### src/rtl/proc_pkg.sv
// proc_pkg: shared types and constants for the pipeline memory slice.
// Arbiter FSM states, requester owner codes and memory direction codes.
package proc_pkg;

    typedef enum logic [1:0] {
        ST_IDLE  = 2'd0,
        ST_ISSUE = 2'd1,
        ST_WAIT  = 2'd2,
        ST_RESP  = 2'd3
    } state_t;

    localparam logic OWN_IF = 1'b0;
    localparam logic OWN_DM = 1'b1;

    localparam logic MEM_RD = 1'b1;
    localparam logic MEM_WR = 1'b0;

endpackage

### src/rtl/wait_counter.sv
// wait_counter: loadable down-counter with a zero flag.
// Loads LAT-1 and holds at zero once it gets there.
module wait_counter #(
    parameter int LAT = 2,
    localparam int W = (LAT > 1) ? $clog2(LAT) : 1
) (
    input  logic clk,
    input  logic reset,
    input  logic load,
    input  logic dec,
    output logic zero
);

    logic [W-1:0] cnt;

    always_ff @(posedge clk or negedge reset) begin
        if (!reset) begin
            cnt <= '0;
        end else if (load) begin
            cnt <= W'(LAT - 1);
        end else if (dec && !zero) begin
            cnt <= cnt - 1'b1;
        end
    end

    assign zero = (cnt == '0);

endmodule

### src/rtl/mem_arbiter.sv
// mem_arbiter: single-port memory arbiter between fetch and memory stage.
// Data wins by default; a saturating counter bounds fetch starvation.
module mem_arbiter
    import proc_pkg::*;
#(
    parameter int ADDR_W = 21,
    parameter int DATA_W = 16,
    parameter int LAT    = 2,
    parameter int STARVE = 4
) (
    input  logic              clk,
    input  logic              reset,
    input  logic              if_req,
    input  logic [ADDR_W-1:0] if_addr,
    output logic [DATA_W-1:0] if_rdata,
    output logic              if_ack,
    input  logic              dm_req,
    input  logic              dm_we,
    input  logic [ADDR_W-1:0] dm_addr,
    input  logic [DATA_W-1:0] dm_wdata,
    output logic [DATA_W-1:0] dm_rdata,
    output logic              dm_ack,
    output logic              mem_en,
    output logic              mem_rw,
    output logic [ADDR_W-1:0] mem_addr,
    output logic [DATA_W-1:0] mem_wdata,
    input  logic [DATA_W-1:0] mem_rdata,
    output logic              stall_if,
    output logic              stall_mem
);

    localparam int SW = $clog2(STARVE + 1);

    state_t        state_q;
    state_t        state_d;
    logic          owner_q;
    logic          we_q;
    logic [SW-1:0] starve_q;
    logic          starve_full;
    logic          sel_dm;
    logic          grant;
    logic          capture;
    logic          wc_load;
    logic          wc_dec;
    logic          wc_zero;

    assign starve_full = (starve_q == SW'(STARVE));
    assign sel_dm      = dm_req & ~(if_req & starve_full);

    wait_counter #(
        .LAT (LAT)
    ) u_wait (
        .clk   (clk),
        .reset (reset),
        .load  (wc_load),
        .dec   (wc_dec),
        .zero  (wc_zero)
    );

    always_ff @(posedge clk or negedge reset) begin
        if (!reset) begin
            state_q <= ST_IDLE;
        end else begin
            state_q <= state_d;
        end
    end

    always_comb begin
        state_d = state_q;
        grant   = 1'b0;
        capture = 1'b0;
        wc_load = 1'b0;
        wc_dec  = 1'b0;
        unique case (state_q)
            ST_IDLE: begin
                if (if_req || dm_req) begin
                    grant   = 1'b1;
                    state_d = ST_ISSUE;
                end
            end
            ST_ISSUE: begin
                if (we_q) begin
                    state_d = ST_RESP;
                end else begin
                    wc_load = 1'b1;
                    state_d = ST_WAIT;
                end
            end
            ST_WAIT: begin
                wc_dec = 1'b1;
                if (wc_zero) begin
                    capture = 1'b1;
                    state_d = ST_RESP;
                end
            end
            ST_RESP: state_d = ST_IDLE;
            default: state_d = ST_IDLE;
        endcase
    end

    // The mem_* registers double as the request latches.
    always_ff @(posedge clk or negedge reset) begin
        if (!reset) begin
            owner_q   <= OWN_IF;
            we_q      <= 1'b0;
            starve_q  <= '0;
            mem_en    <= 1'b0;
            mem_rw    <= MEM_RD;
            mem_addr  <= '0;
            mem_wdata <= '0;
            if_ack    <= 1'b0;
            dm_ack    <= 1'b0;
            if_rdata  <= '0;
            dm_rdata  <= '0;
        end else begin
            mem_en <= 1'b0;
            if_ack <= 1'b0;
            dm_ack <= 1'b0;
            if (grant) begin
                owner_q   <= sel_dm ? OWN_DM : OWN_IF;
                we_q      <= sel_dm & dm_we;
                mem_en    <= 1'b1;
                mem_rw    <= (sel_dm & dm_we) ? MEM_WR : MEM_RD;
                mem_addr  <= sel_dm ? dm_addr : if_addr;
                mem_wdata <= sel_dm ? dm_wdata : '0;
                if (!sel_dm) begin
                    starve_q <= '0;
                end else if (if_req && !starve_full) begin
                    starve_q <= starve_q + 1'b1;
                end
            end
            if (capture) begin
                if (owner_q == OWN_DM) begin
                    dm_rdata <= mem_rdata;
                end else begin
                    if_rdata <= mem_rdata;
                end
            end
            if (state_d == ST_RESP) begin
                if (owner_q == OWN_DM) begin
                    dm_ack <= 1'b1;
                end else begin
                    if_ack <= 1'b1;
                end
            end
        end
    end

    assign stall_if  = if_req & ~if_ack;
    assign stall_mem = dm_req & ~dm_ack;

endmodule

### config.mk
export PLATFORM = sky130hd
export DESIGN_NAME = mem_arbiter
export DESIGN_NICKNAME = d
export VERILOG_FILES = /design/src/rtl/proc_pkg.sv /design/src/rtl/wait_counter.sv /design/src/rtl/mem_arbiter.sv
export SDC_FILE = /design/constraint.sdc
export NUM_CORES = 1
export LEC_CHECK = 0
export CAP_MARGIN = 10
export CORE_MARGIN = 2
export CORE_UTILIZATION = 40
export DETAILED_ROUTE_END_ITERATION = 10
export PLACE_DENSITY = 0.74
export SLEW_MARGIN = 20
export SYNTH_ARGS = -nofsm -noshare
export SYNTH_HDL_FRONTEND = slang
export SYNTH_SLANG_ARGS = --single-unit
export TNS_END_PERCENT = 10
### constraint.sdc
create_clock -name clk -period 1.9 [get_ports clk]
set_clock_uncertainty 0.05 [all_clocks]
set_input_delay 0.38 -clock clk [delete_from_list [all_inputs] [get_ports clk]]
set_output_delay 0.38 -clock clk [all_outputs]
set_load 0.01 [all_outputs]
==> results.json <==
{
  "relSlewSlack_pct": 67.4,
  "syn_area_um2": 3280,
  "synthAdderAreaFrac_pct": 2.29,
  "synth.mux.area_fraction_pct": 11.0,
  "synth_compound_gate_area_share_pct": 14.1,
  "grt_pass1_vias": 2550,
  "setup_ws_ns": 0.0349,
  "ys_types": 29,
  "met1_usage_pct": 22.2,
  "final_max_slew_viol_count": 0,
  "clk_latency_ns": 0.34,
  "endpoint_kind": "output port",
  "firstDrtPassIters": 4,
  "fin_crit_sh_pct": 98.2,
  "crit_fanout": 2,
  "path_clk_slew_ns": 0.08,
  "first_iter_violations": 59,
  "reg2reg_depth": 6,
  "dp_slack_ns": -0.142,
  "worst_pin_slew_ns": 0.489,
  "grt.overflow.total": 0,
  "die_area_um2": 8950,
  "vias_per_cell": 4.98,
  "cts_buffer_depth": 2,
  "ys.flop_type": "dfrtp_1",
  "synth_xor_area_share_pct": 0,
  "start_util_pct": 40.6,
  "cts-buffers-inserted": 9,
  "synth.net_count": 319,
  "worstPathRequired_ns": 1.47,
  "crit_arrival_ns": 1.44,
  "slowest_delay_ns": 0.55,
  "ios": 154,
  "syn2layout_area_growth_pct": 61.7,
  "setup_violations": 0,
  "critPathSlowestCell": "clkdlybuf4s50_1",
  "placed_cells": 494,
  "io_buffers": 153,
  "cts_tree": "done",
  "h-tree-depth": 3,
  "grt_first_pass_wirelength_um": 12400,
  "utilization_pct": 65.6,
  "synth_top_family_by_area": "compound AO/OA/AOI/OAI gates",
  "synth_cells": 234,
  "p_per_area_nw_per_um2": 1590,
  "hold_depth": 1,
  "cap_violations": 0,
  "use_met3_pct": 5.91,
  "drc": 0,
  "path_delay_family": "buffers and inverters",
  "min_period_ns": 1.87,
  "min_to": "if_rdata[12]",
  "drtAntennaViolNets": 0,
  "die_w_um": 94.6,
  "cp-start-kind": "register",
  "yosys.area_share.simple_pct": 7.28,
  "antenna_found_initial": 0,
  "netlist.area_leader.share_pct": 61.0,
  "core_region_area_um2": 8090,
  "synth_top_area_cell": "dfrtp_1",
  "synth_enable_flop_cells": 0,
  "drive_gt1_share_pct": 15.3,
  "async_flop_share_pct": 100,
  "rsz0062_at_grt": "false",
  "synth-seq-cells": 81,
  "fmaxAchievable_mhz": 536,
  "grt_start_max_net_pins": 41,
  "track_usage_pct": 18.2,
  "final_cells": 510,
  "n_antenna_cell": 0,
  "nNetsFinal": 486,
  "r2r_end": "if_rdata[5]",
  "vias": 2538,
  "crit_chain": "clkdlybuf4s50_1",
  "synth.area.top_cells": "dfrtp_1 61%, mux2_2 8.6%, a221o_1 6.1%",
  "power.total_mw": 8.44,
  "cts_root_buffer": "clkbuf_8",
  "path_class": "register to output port",
  "power_leakage_nw": 2.28,
  "hold_viol": 0,
  "path_buf_inv": 1,
  "reg2reg_slack_ns": 0.18,
  "holdWs_ns": 0.441,
  "wl_um": 8120,
  "ir_worst_vdd_mv": 0.627,
  "ys_seq_area_share_pct": 61.8,
  "syn_avg_cell_area_um2": 14.0,
  "holdCritStartpoint": "if_rdata[12]",
  "hold_class": "register to register",
  "fill_cells": 602,
  "finalWeightedCongestion": 0.787,
  "rows": 33,
  "reg2reg_from": "state_q[0]",
  "ys_warn_count": 0,
  "busiest_layer": "met2",
  "dp_hpwl_um": 6170,
  "outcome": "finished clean",
  "cts.sinks": 81,
  "use_met2_pct": 31.0,
  "die_y_um": 94.6,
  "post_drt_wl_per_cell_um": 15.9
}
sequential cells by signal, indices dropped and copies added, names as in the netlist:
| register | count |
|---|---|
| dm_ack | 1 |
| mem_en | 1 |
| state_q | 2 |
| mem_addr | 21 |
| mem_wdata | 16 |
| starve_q | 3 |
| mem_rw | 1 |
| owner_q | 1 |
| if_ack | 1 |
| dm_rdata | 16 |
| if_rdata | 16 |
| u_wait.cnt | 1 |
| we_q | 1 |
cells in the final DEF, fill, tap and decap left out, drive strengths merged:
cell	netlist	final
clkdlybuf4s50	0	150
dfrtp	80	80
mux2	32	32
and2	21	21
a221o	20	20
a22o	17	17
buf	10	15
clkbuf	2	10
inv	9	9
nand2	7	7
ha	6	6
a21o	5	5
o21ai	4	4
nor2	4	4
a21oi	3	3
bufinv	0	3
nand2b	2	2
nor2b	2	2
nor3	2	2
dlygate4sd2	0	2
clkinv	0	2
a31oi	1	1
a21boi	1	1
a21bo	1	1
nand3	1	1
a211oi	1	1
nor4	1	1
o22ai	1	1
dlygate4sd3	0	1
dfstp	1	1
power by group:
part	internal [mW]	leakage, nW	switching, mW
clock network	0.902	0.122	0.606
registers	2.54	0.988	0.443
logic	2.42	1.17	1.53
logic make-up after synthesis:
family          count (synthesis)
compound gates                 54
fa+ha+maj                       6
buf+inv                        21
flops                          81
mux                            32
simple gates                   40
how the worst max path moves through the flow:
stage                    start      endpoint  slack, ns  cells past startpoint
global placement        if_req      stall_if      -0.14                      3
global route            mem_rw        mem_rw       0.01                      1
finish                  mem_rw        mem_rw       0.03                      1
floorplan           state_q[0]  if_rdata[10]       0.25                      6
detailed placement      dm_req     stall_mem      -0.14                      3
CTS                     mem_rw        mem_rw       0.03                      1
cell usage after synthesis, types with 4 or more instances:
cell     number
dfrtp_1      80
a22o_1       17
a21o_1        5
and2_1       21
nand2_1       7
buf_2         6
mux2_1        7
buf_6         4
mux2_2       25
ha_1          6
a221o_1      20
inv_1         9
what timing repair did:
| item | in CTS | in global routing |
|---|---|---|
| endpoints found under the hold margin | 36 | 0 |
| buffers inserted | 0 | 0 |
| setup endpoints to repair | 2 | 0 |
| hold buffers | 1 | 0 |
| gates resized for setup | 2 | 0 |
area by class of cell:
| type | instances | area (um^2) | share of cell area, % |
|---|---|---|---|
| clock inverters | 5 | 104 | 1.96 |
| inverters | 9 | 33.8 | 0.636 |
| multi-input cells | 132 | 1160 | 21.8 |
| flip-flops and latches | 81 | 2030 | 38.2 |
| repair buffers | 168 | 1720 | 32.3 |
| clock buffers | 10 | 138 | 2.59 |
| well taps | 105 | 131 | 2.48 |
per-stage QoR:
stage | setup TNS (ns) | cell area, um^2
3_3_place_gp | -0.294 | 5060
6_report | 0 | 5310
5_1_grt | 0 | 5310
4_1_cts | 0 | 5310
3_5_place_dp | -1.44 | 5060
2_1_floorplan | 0 | 3280
layer usage:
layer  vias to the layer above  wire length [um]  share of wire [%]
li1                       1181                 -                  -
met1                      1253              3410                 42
met2                        99              3980                 49
met3                         5               650                8.0
met4                         0                82                1.0
met5                         -                 0                  0
No activity file was read; power rests on OpenSTA's default activity.
